## src/rtl/ahb_slave_arb_ctrl.sv

```systemverilog
// Per-slave AHB arbiter: priority-then-round-robin selection, grant held for a
// whole burst by counting accepted beats, with hlast and early-release handover.
module ahb_slave_arb_ctrl #(
   parameter int unsigned REQ_NUM    = 8,
   parameter int unsigned PRIOR_BIT  = 2,
   parameter int unsigned UNDL_LIMIT = 4
) (
   input  logic                         hclk,
   input  logic                         hreset_n,
   input  logic [REQ_NUM-1:0]           hreq,
   input  logic [REQ_NUM*PRIOR_BIT-1:0] hprior,
   input  logic [REQ_NUM*3-1:0]         hburst,
   input  logic [REQ_NUM*2-1:0]         htrans,
   input  logic                         hready,
   output logic [REQ_NUM-1:0]           hgrant,
   output logic [$clog2(REQ_NUM)-1:0]   hmaster,
   output logic                         busy,
   output logic                         hlast
);

   localparam int unsigned MW = $clog2(REQ_NUM);

   typedef enum logic {IDLE, OWN} state_t;

   state_t               state, state_nx;
   logic [REQ_NUM-1:0]   grant_nx;
   logic [MW-1:0]        master_nx, ptr, ptr_nx;
   logic [4:0]           count, count_nx, len_q, len_nx, eff_len;
   logic [PRIOR_BIT-1:0] top_lvl;
   logic                 any_req, win_vld;
   logic [MW-1:0]        win;
   logic [1:0]           cur_trans;
   logic [2:0]           cur_burst;
   logic                 cur_active, beat_ok, rel;

   function automatic logic [4:0] burst_len(input logic [2:0] b);
      case (b)
         3'd0:       return 5'd1;
         3'd1:       return 5'(UNDL_LIMIT);
         3'd2, 3'd3: return 5'd4;
         3'd4, 3'd5: return 5'd8;
         default:    return 5'd16;
      endcase
   endfunction

   // Two passes: find the highest requested level, then scan circularly from ptr+1.
   always_comb begin
      int unsigned idx;
      logic [MW-1:0] sel;
      top_lvl = '0;
      any_req = 1'b0;
      win     = '0;
      win_vld = 1'b0;
      idx     = 0;
      sel     = '0;
      for (int unsigned i = 0; i < REQ_NUM; i++) begin
         if (hreq[i] && (!any_req || hprior[i*PRIOR_BIT +: PRIOR_BIT] > top_lvl)) begin
            top_lvl = hprior[i*PRIOR_BIT +: PRIOR_BIT];
            any_req = 1'b1;
         end
      end
      for (int unsigned k = 1; k <= REQ_NUM; k++) begin
         idx = (32'(ptr) + k) % REQ_NUM;
         sel = MW'(idx);
         if (!win_vld && hreq[sel] && hprior[sel*PRIOR_BIT +: PRIOR_BIT] == top_lvl) begin
            win     = sel;
            win_vld = 1'b1;
         end
      end
   end

   assign cur_trans  = htrans[hmaster*2 +: 2];
   assign cur_burst  = hburst[hmaster*3 +: 3];
   assign cur_active = cur_trans[1];
   assign busy       = (state == OWN);
   assign eff_len    = (count == 5'd0) ? burst_len(cur_burst) : len_q;
   assign hlast      = busy && (count == eff_len - 5'd1) && cur_active;
   assign beat_ok    = busy && hready && cur_active;
   assign rel        = (beat_ok && hlast) ||
                       (busy && hready && cur_trans == 2'b00 && !hreq[hmaster]);

   always_comb begin
      state_nx  = state;
      grant_nx  = hgrant;
      master_nx = hmaster;
      count_nx  = count;
      len_nx    = len_q;
      ptr_nx    = ptr;
      case (state)
         IDLE: begin
            if (win_vld) begin
               state_nx      = OWN;
               grant_nx      = '0;
               grant_nx[win] = 1'b1;
               master_nx     = win;
               count_nx      = '0;
               ptr_nx        = win;
            end
         end
         OWN: begin
            if (beat_ok) begin
               if (cur_trans == 2'b10) begin
                  count_nx = 5'd1;
                  len_nx   = burst_len(cur_burst);
               end else begin
                  count_nx = count + 5'd1;
               end
            end
            // Release hands over in the same edge when someone is waiting.
            if (rel) begin
               count_nx = '0;
               if (win_vld) begin
                  state_nx      = OWN;
                  grant_nx      = '0;
                  grant_nx[win] = 1'b1;
                  master_nx     = win;
                  ptr_nx        = win;
               end else begin
                  state_nx = IDLE;
                  grant_nx = '0;
               end
            end
         end
         default: state_nx = IDLE;
      endcase
   end

   always_ff @(posedge hclk or negedge hreset_n) begin
      if (!hreset_n) begin
         state   <= IDLE;
         hgrant  <= '0;
         hmaster <= '0;
         count   <= '0;
         len_q   <= 5'd1;
         ptr     <= MW'(REQ_NUM - 1);
      end else begin
         state   <= state_nx;
         hgrant  <= grant_nx;
         hmaster <= master_nx;
         count   <= count_nx;
         len_q   <= len_nx;
         ptr     <= ptr_nx;
      end
   end

endmodule

```

## config.mk

```make
export PLATFORM = sky130hd
export DESIGN_NAME = ahb_slave_arb_ctrl
export DESIGN_NICKNAME = d
export VERILOG_FILES = /design/src/rtl/ahb_slave_arb_ctrl.sv
export SDC_FILE = /design/constraint.sdc
export NUM_CORES = 1
export LEC_CHECK = 0
export ABC_AREA = 1
export ABC_CLOCK_PERIOD_IN_PS = 12300
export CAP_MARGIN = 20
export CORE_MARGIN = 3
export CORE_UTILIZATION = 60
export CTS_CLUSTER_DIAMETER = 150
export CTS_CLUSTER_SIZE = 25
export DETAILED_ROUTE_END_ITERATION = 6
export DONT_BUFFER_PORTS = 1
export GPL_TIMING_DRIVEN = 0
export PLACE_DENSITY = 0.76
export SETUP_SLACK_MARGIN = 0.05
export SLEW_MARGIN = 10
export SYNTH_ARGS = -nofsm -noshare
export SYNTH_HDL_FRONTEND = slang
export SYNTH_SLANG_ARGS = --single-unit
```

## constraint.sdc

```tcl
create_clock -name hclk -period 12.3 [get_ports hclk]
set_input_delay 3.075 -clock hclk [delete_from_list [all_inputs] [get_ports hclk]]
set_output_delay 3.075 -clock hclk [all_outputs]
set_load 0.02 [all_outputs]
```

==> Word-level counts from Yosys, hierarchy flattened <==
Index checks and enable logic that the tools add are counted.
Widths: inputs -> output; s select.
{ "totals": {"output_inout_bits": 13, "reg_bits": 25} }
{ "op_classes": {"bitwise_logic": 1, "n_reduce_logical": 61, "add_sub_neg": 10, "shift": 10, "n_eq_ne": 18, "n_lt_le_gt_ge": 18, "multipliers": 1, "n_mux": 71} }
{ "op_table": {"columns": ["operator", "n"], "rows": [
  ["$shiftx 16x5->2", 9],
  ["$lt 3x4->1 const B", 10],
  ["$mux 3", 12],
  ["$logic_and 1x1->1", 30],
  ["$bmux 1 s3", 9],
  ["$mux 1", 27],
  ["$mux 5", 5],
  ["$mux 8", 3],
  ["$shiftx 24x6->3", 1],
  ["$eq 2x2->1", 8],
  ["$mux 2", 8],
  ["$pmux 8 s2", 1],
  ["$logic_not 1->1", 15],
  ["$pmux 5 s3", 1],
  ["$gt 2x2->1", 7],
  ["$add 3x3->3 const B", 4],
  ["$pmux 3 s2", 2],
  ["$pmux 5 s2", 1],
  ["$logic_or 1x1->1", 8],
  ["$add 3x1->3 const B", 2],
  ["$add 3x2->3 const B", 2],
  ["$eq 3x2->1 const B", 2],
  ["$eq 3x3->1 const B", 2],
  ["$add 5x1->5 const B", 1],
  ["other kinds (19)", 20]
]} }

==> Depth between registers and ports, before layout <==
{ "depth": {"depth_word": 67, "depth_mapped": 77, "mapped_depth_nobuf": 77} }

==> Worst setup path after synthesis <==
OpenSTA, ideal clock, no wires.
{ "synth_path": {"path_type": "input -> register", "start": "input hprior[1]", "end": "register count[3]", "slack_ns": 1.491, "arrival_ns": 10.692, "required_ns": 12.183, "path_stages": 69, "path_cell_list": "nand2_1 ha_1 nand2_1 nand2_1 nand2_1 nand2_2 nand2_2 o21a_1 ha_1 o21ai_0 nand3_2 nand2_2 nand2_2 o21ai_0 ha_1 or2_2 o21ai_0 inv_1 [33 not listed] o21ai_0 nand2_1 inv_1 nand2_1 nand2_2 buf_6 xor2_1 and2b_4 nor2_8 nand2_2 nor2_4 nand4_2 nand2_4 nand2_4 nand2_1 nand2_1 nand2_1 nor2_1"} }
{ "synth_between": {"elab_chain_len": 62, "word_cells_on_any_way": 89, "cone_classes": "7 x order compare; 9 x eq/ne; 8 x shift; 22 x mux; 43 x reduce/logical"} }
{ "synth_rtl": {"columns": ["element", "line", "rtl"], "rows": [
  ["start, declared", "11", "input logic [REQ_NUM*PRIOR_BIT-1:0] hprior,"],
  ["$mux 2", "57", "if (hreq[i] && (!any_req || hprior[i*PRIOR_BIT +: PRIOR_BIT] > top_lvl)) begin"],
  ["$gt 2x2->1", "57", null],
  ["$logic_or 1x1->1", "57", null],
  ["$logic_and 1x1->1", "57", null],
  ["$mux 2 or $mux 1 (tied branches)", "57", null],
  ["$gt 2x2->1 or $logic_not 1->1 (tied branches)", "57", null],
  ["$logic_or 1x1->1", "57", null],
  ["$logic_and 1x1->1", "57", null],
  ["[44 not listed]", null, null],
  ["$logic_not 1->1", "65", "if (!win_vld && hreq[sel] && hprior[sel*PRIOR_BIT +: PRIOR_BIT] == top_lvl) begin"],
  ["$logic_and 1x1->1 (2 in a row)", "65", null],
  ["$mux 1", "65", null],
  ["$logic_not 1->1", "65", null],
  ["$logic_and 1x1->1 (2 in a row)", "65", null],
  ["$mux 1 (*)", "65", null],
  ["$ne 2x2->1 (no line) (*)", null, null],
  ["$reduce_and 2->1 (no line) (*)", null, null],
  ["end signal, assigned", "140", "count <= count_nx;"],
  ["end, declared", "28", "logic [4:0] count, count_nx, len_q, len_nx, eff_len;"]
]} }
Mark *: on every way between the ends. The rest lies on a longest branch, timed or not.
A chain may end at the register's enable or synchronous reset.

==> Worst setup path after layout <==
{ "layout_path": {"start": "input hreq[0]", "end": "register hgrant[4]"} }
{ "layout_between": {"elab_chain_len": 67, "word_cells_on_any_way": 122, "cone_classes": "9 x order compare; 10 x eq/ne; 55 x mux; 48 x reduce/logical"} }
{ "layout_rtl": {"columns": ["element", "line", "rtl"], "rows": [
  ["start, declared", "10", "input logic [REQ_NUM-1:0] hreq,"],
  ["$mux 2 or $mux 1 (tied branches)", "57", null],
  ["$gt 2x2->1 or $logic_not 1->1 (tied branches)", "57", null],
  ["$logic_or 1x1->1", "57", null],
  ["$logic_and 1x1->1", "57", null],
  ["$mux 2 or $mux 1 (tied branches)", "57", null],
  ["$gt 2x2->1 or $logic_not 1->1 (tied branches)", "57", null],
  ["$logic_or 1x1->1", "57", null],
  ["$logic_and 1x1->1", "57", null],
  ["[51 not listed]", null, null],
  ["$mux 3", "65", null],
  ["$lt 3x4->1 (implied by the code) or $ge 3x1->1 (tied branches)", "94, 115", null],
  ["$logic_and 1x1->1 (implied by the code)", "94, 115", null],
  ["$mux 1 (implied by the code)", "94, 115", null],
  ["$demux 1 s3", "94, 115", null],
  ["$mux 8", "112", "if (win_vld) begin"],
  ["$mux 8", "110", "if (rel) begin"],
  ["$pmux 8 s2", "89", "case (state)"],
  ["end signal, assigned", "138", "hgrant <= grant_nx;"],
  ["end, declared", "15", "output logic [REQ_NUM-1:0] hgrant,"]
]} }
Several ways; a longest one is shown, not always the timed one. The select of a mux whose other input is x is not followed.

==> results.md <==
* Min Clock Period, post-route at between 10 and 15 ns
* FF-to-FF End: hgrant[4]$_DFFE_PN0P_
* CP max FO at 10
* Fin area at ~0.004 sq mm
* Initial antenna violation count at 0
* GR Overflow Total at 0
* Crit path top cell by count: nand2_1
* Top cells by area, synth: nand2_1 (17%), dfrtp_1 (13%), o21ai_0 (9.9%)
* 1st-pass router iterations at 5
* Fin crit share at 93.3%
* CP bufs+invs at 11
* Syn Nets at ~750
* R2R Setup Slk at approximately 7.9 ns
* Cell taking the most area after synthesis: nand2_1
* Number of cells on the critical path at 69
* Post-CTS Setup Inserts at 0
* Grt met2 use at between 40% and 50%
* CP Launch Type: primary input
* M3 GR Usage at under 10%
* DP Area at roughly 0.0040 sq mm
* Met1 usage at a little under a third
* Cells after synthesis at roughly 670
* Layout Nets at ~760
* R2r startpoint: hmaster[0]$_DFFE_PN0P_
* Routed vias/inst at ~5.6
* Starting Density at 63.6%
* Top-area cell type share of the netlist area at between 15 and 20%
* Most frequent cells in the layout: nand2_1 (177), inv_1 (91), nor2_1 (77)
* Worst min-delay path class: register to register
* Area of the multi-input gates at about 0.0028 sq mm
* WHS Path Cells at 2
* CTS tree: done
* RSZ-0062 raised after global routing: no
* Synth Warn # at 0
* Row count at 28
* I/O pin count at 80
* Top_reg_cell synth: dfrtp_1
* Clock Tree Root: clkbuf_8
* Htree depth at 1
* CP max stage cell: ha_1
* Die Wd at 86.4 microns
* HPWL after detailed placement at about 8200 microns
* DR iter-0 viols at between 150 and 200
* Layout area overhead at 3.68%
* Avg Synthesized Cell Area at between 5 and 6 sq um
* Post-synth EDFFs at 0
* Fillers at 600
* Crit path launch: hreq[0]
* Antenna Nets Post-Route at 0
* Routability Congestion at ~0.88
* DRC errors left at 0
* Crit path capture type: register
* Input/output buffers at 0
* CTS Buf Count at 3
* Commonest non-fill, non-tap cell in the layout: nand2_1
* Worst slew pin tran at about 0.7 ns
* Register bit total from synthesis at 24
* Run status: complete, no violations
* Fin Setup TNS at 0 ns
* Final Hold Viols at 0
* Data required time of the worst path at between 10 and 15 ns
* Max frequency at 87.1 MHz
* Crit path arrival time at about 12 ns
* Detailed-route via count at about 4200
* CP Class: primary input to register
* Layout Skew at between 0.001 and 0.0015 ns
* Die Y at about 86 microns
* Cell variety after synth at 45
* Number of max-cap violations at 0
* Die area at between 0.007 and 0.008 sq mm
* Largest net degree at the start of global routing at 25
* Worst setup endpoint: hgrant[4]$_DFFE_PN0P_
* Routed length per instance at between 10 and 15 microns
* CP delay by family, top: simple AND/OR/NAND/NOR gates
* Post_cts resized at 0
* Core area at 0.00610 sq mm
* Hold buffers post-CTS at 0
* Storage element area at slightly above 600 sq um
* GR peak layer: met2
* CTS sink cnt at 24
* Clock buffer depth at 2
* Mapped Area at 0.00388 sq mm
* Slew margin rel. at roughly 53%
* Worst reg-to-reg path cell count at 24
* First-pass GRT wire length at between 15000 and 20000 microns
* Clk slew on worst S/H paths at 0.08 ns
* Number of global-route vias before repair at ~3800
* Asr flop ratio synth at 100%
* Sequential fraction of the synthesis area at between 10% and 20%
* Total GRT Usage at between 20% and 30%
* Drt total wl at just under 10000 microns
* # setup viols final at 0
* Layout cells sized above 1 at a little under a tenth
* Clk_lat worst skew at approximately 0.26 ns
* N_diodes at 0
* Slew Limit Fails at 0
* Crit-path max cell delay at 0.29 ns
registers in the layout (all words and copies together), names as in the netlist:
name	cells
hgrant	8
count	5
len_q	4
hmaster	3
ptr	3
busy	1
routing by layer:
metal	wire length (microns)	vias up
met5	0	-
met4	212	0
met3	519	20
met2	4910	125
met1	4190	1857
li1	-	2169
worst min path at each step:
stage	start	endpoint
3_5_place_dp	len_q[3]$_DFFE_PN0P_	len_q[3]$_DFFE_PN0P_
3_3_place_gp	len_q[3]$_DFFE_PN0P_	len_q[3]$_DFFE_PN0P_
2_1_floorplan	len_q[3]$_DFFE_PN0P_	len_q[3]$_DFFE_PN0P_
4_1_cts	len_q[3]$_DFFE_PN0P_	len_q[3]$_DFFE_PN0P_
5_1_grt	len_q[0]$_DFFE_PN1P_	len_q[0]$_DFFE_PN1P_
6_report	len_q[3]$_DFFE_PN0P_	len_q[3]$_DFFE_PN0P_
tightest hold or removal path, cell delays in order, from the launching register on:
cell and delay, ns:
dfrtp_1 0.34, nand2_1 0.05, o21ai_0 0.06
cells by family after synthesis:
| family | synth area share, % |
|---|---|
| xor+xnor | 2.49 |
| mux | 4.13 |
| compound gates | 18.0 |
| buf+inv | 11.8 |
| flops | 15.6 |
| fa+ha+maj | 5.16 |
| simple gates | 42.8 |
cell type report:
type,count,area share (%)
Sequential cell,24,15.1
Buffer,21,2.18
Clock buffer,4,1.12
Multi-Input combinational cell,527,70.0
Tap cell,75,2.33
Inverter,99,9.25
stage by stage:
stage               setup WS, ns  hold WS (ns)  cells  utilization, %
floorplan                   1.49         0.448    671               -
global placement           0.743         0.466    746            65.1
detailed placement         0.531         0.472    746            65.1
CTS                        0.777         0.491    750            65.9
global route              0.0296         0.522    750            65.9
finish                     0.820         0.492    750            65.9
cells in the mapped netlist (2+ instances only):
library cell	n
nand2_1	177
nand3_1	49
o211ai_1	4
o21ai_1	9
o21ai_0	77
nor2_2	2
mux2i_1	16
a21oi_1	15
o21a_1	2
dfrtp_1	20
nand2_4	3
nand4_1	6
buf_1	3
nand3_2	7
inv_2	6
clkbuf_1	16
nor2_1	77
and2_1	3
o32ai_1	10
ha_1	16
nand2_2	21
nand3_4	2
clkinv_1	2
xnor2_1	2
xor2_1	9
dfstp_2	4
inv_1	91
or2_2	5
Power is left out: the tool's default activity adds up to more than one toggle a clock period on the data nets, which glitch-free logic cannot reach.
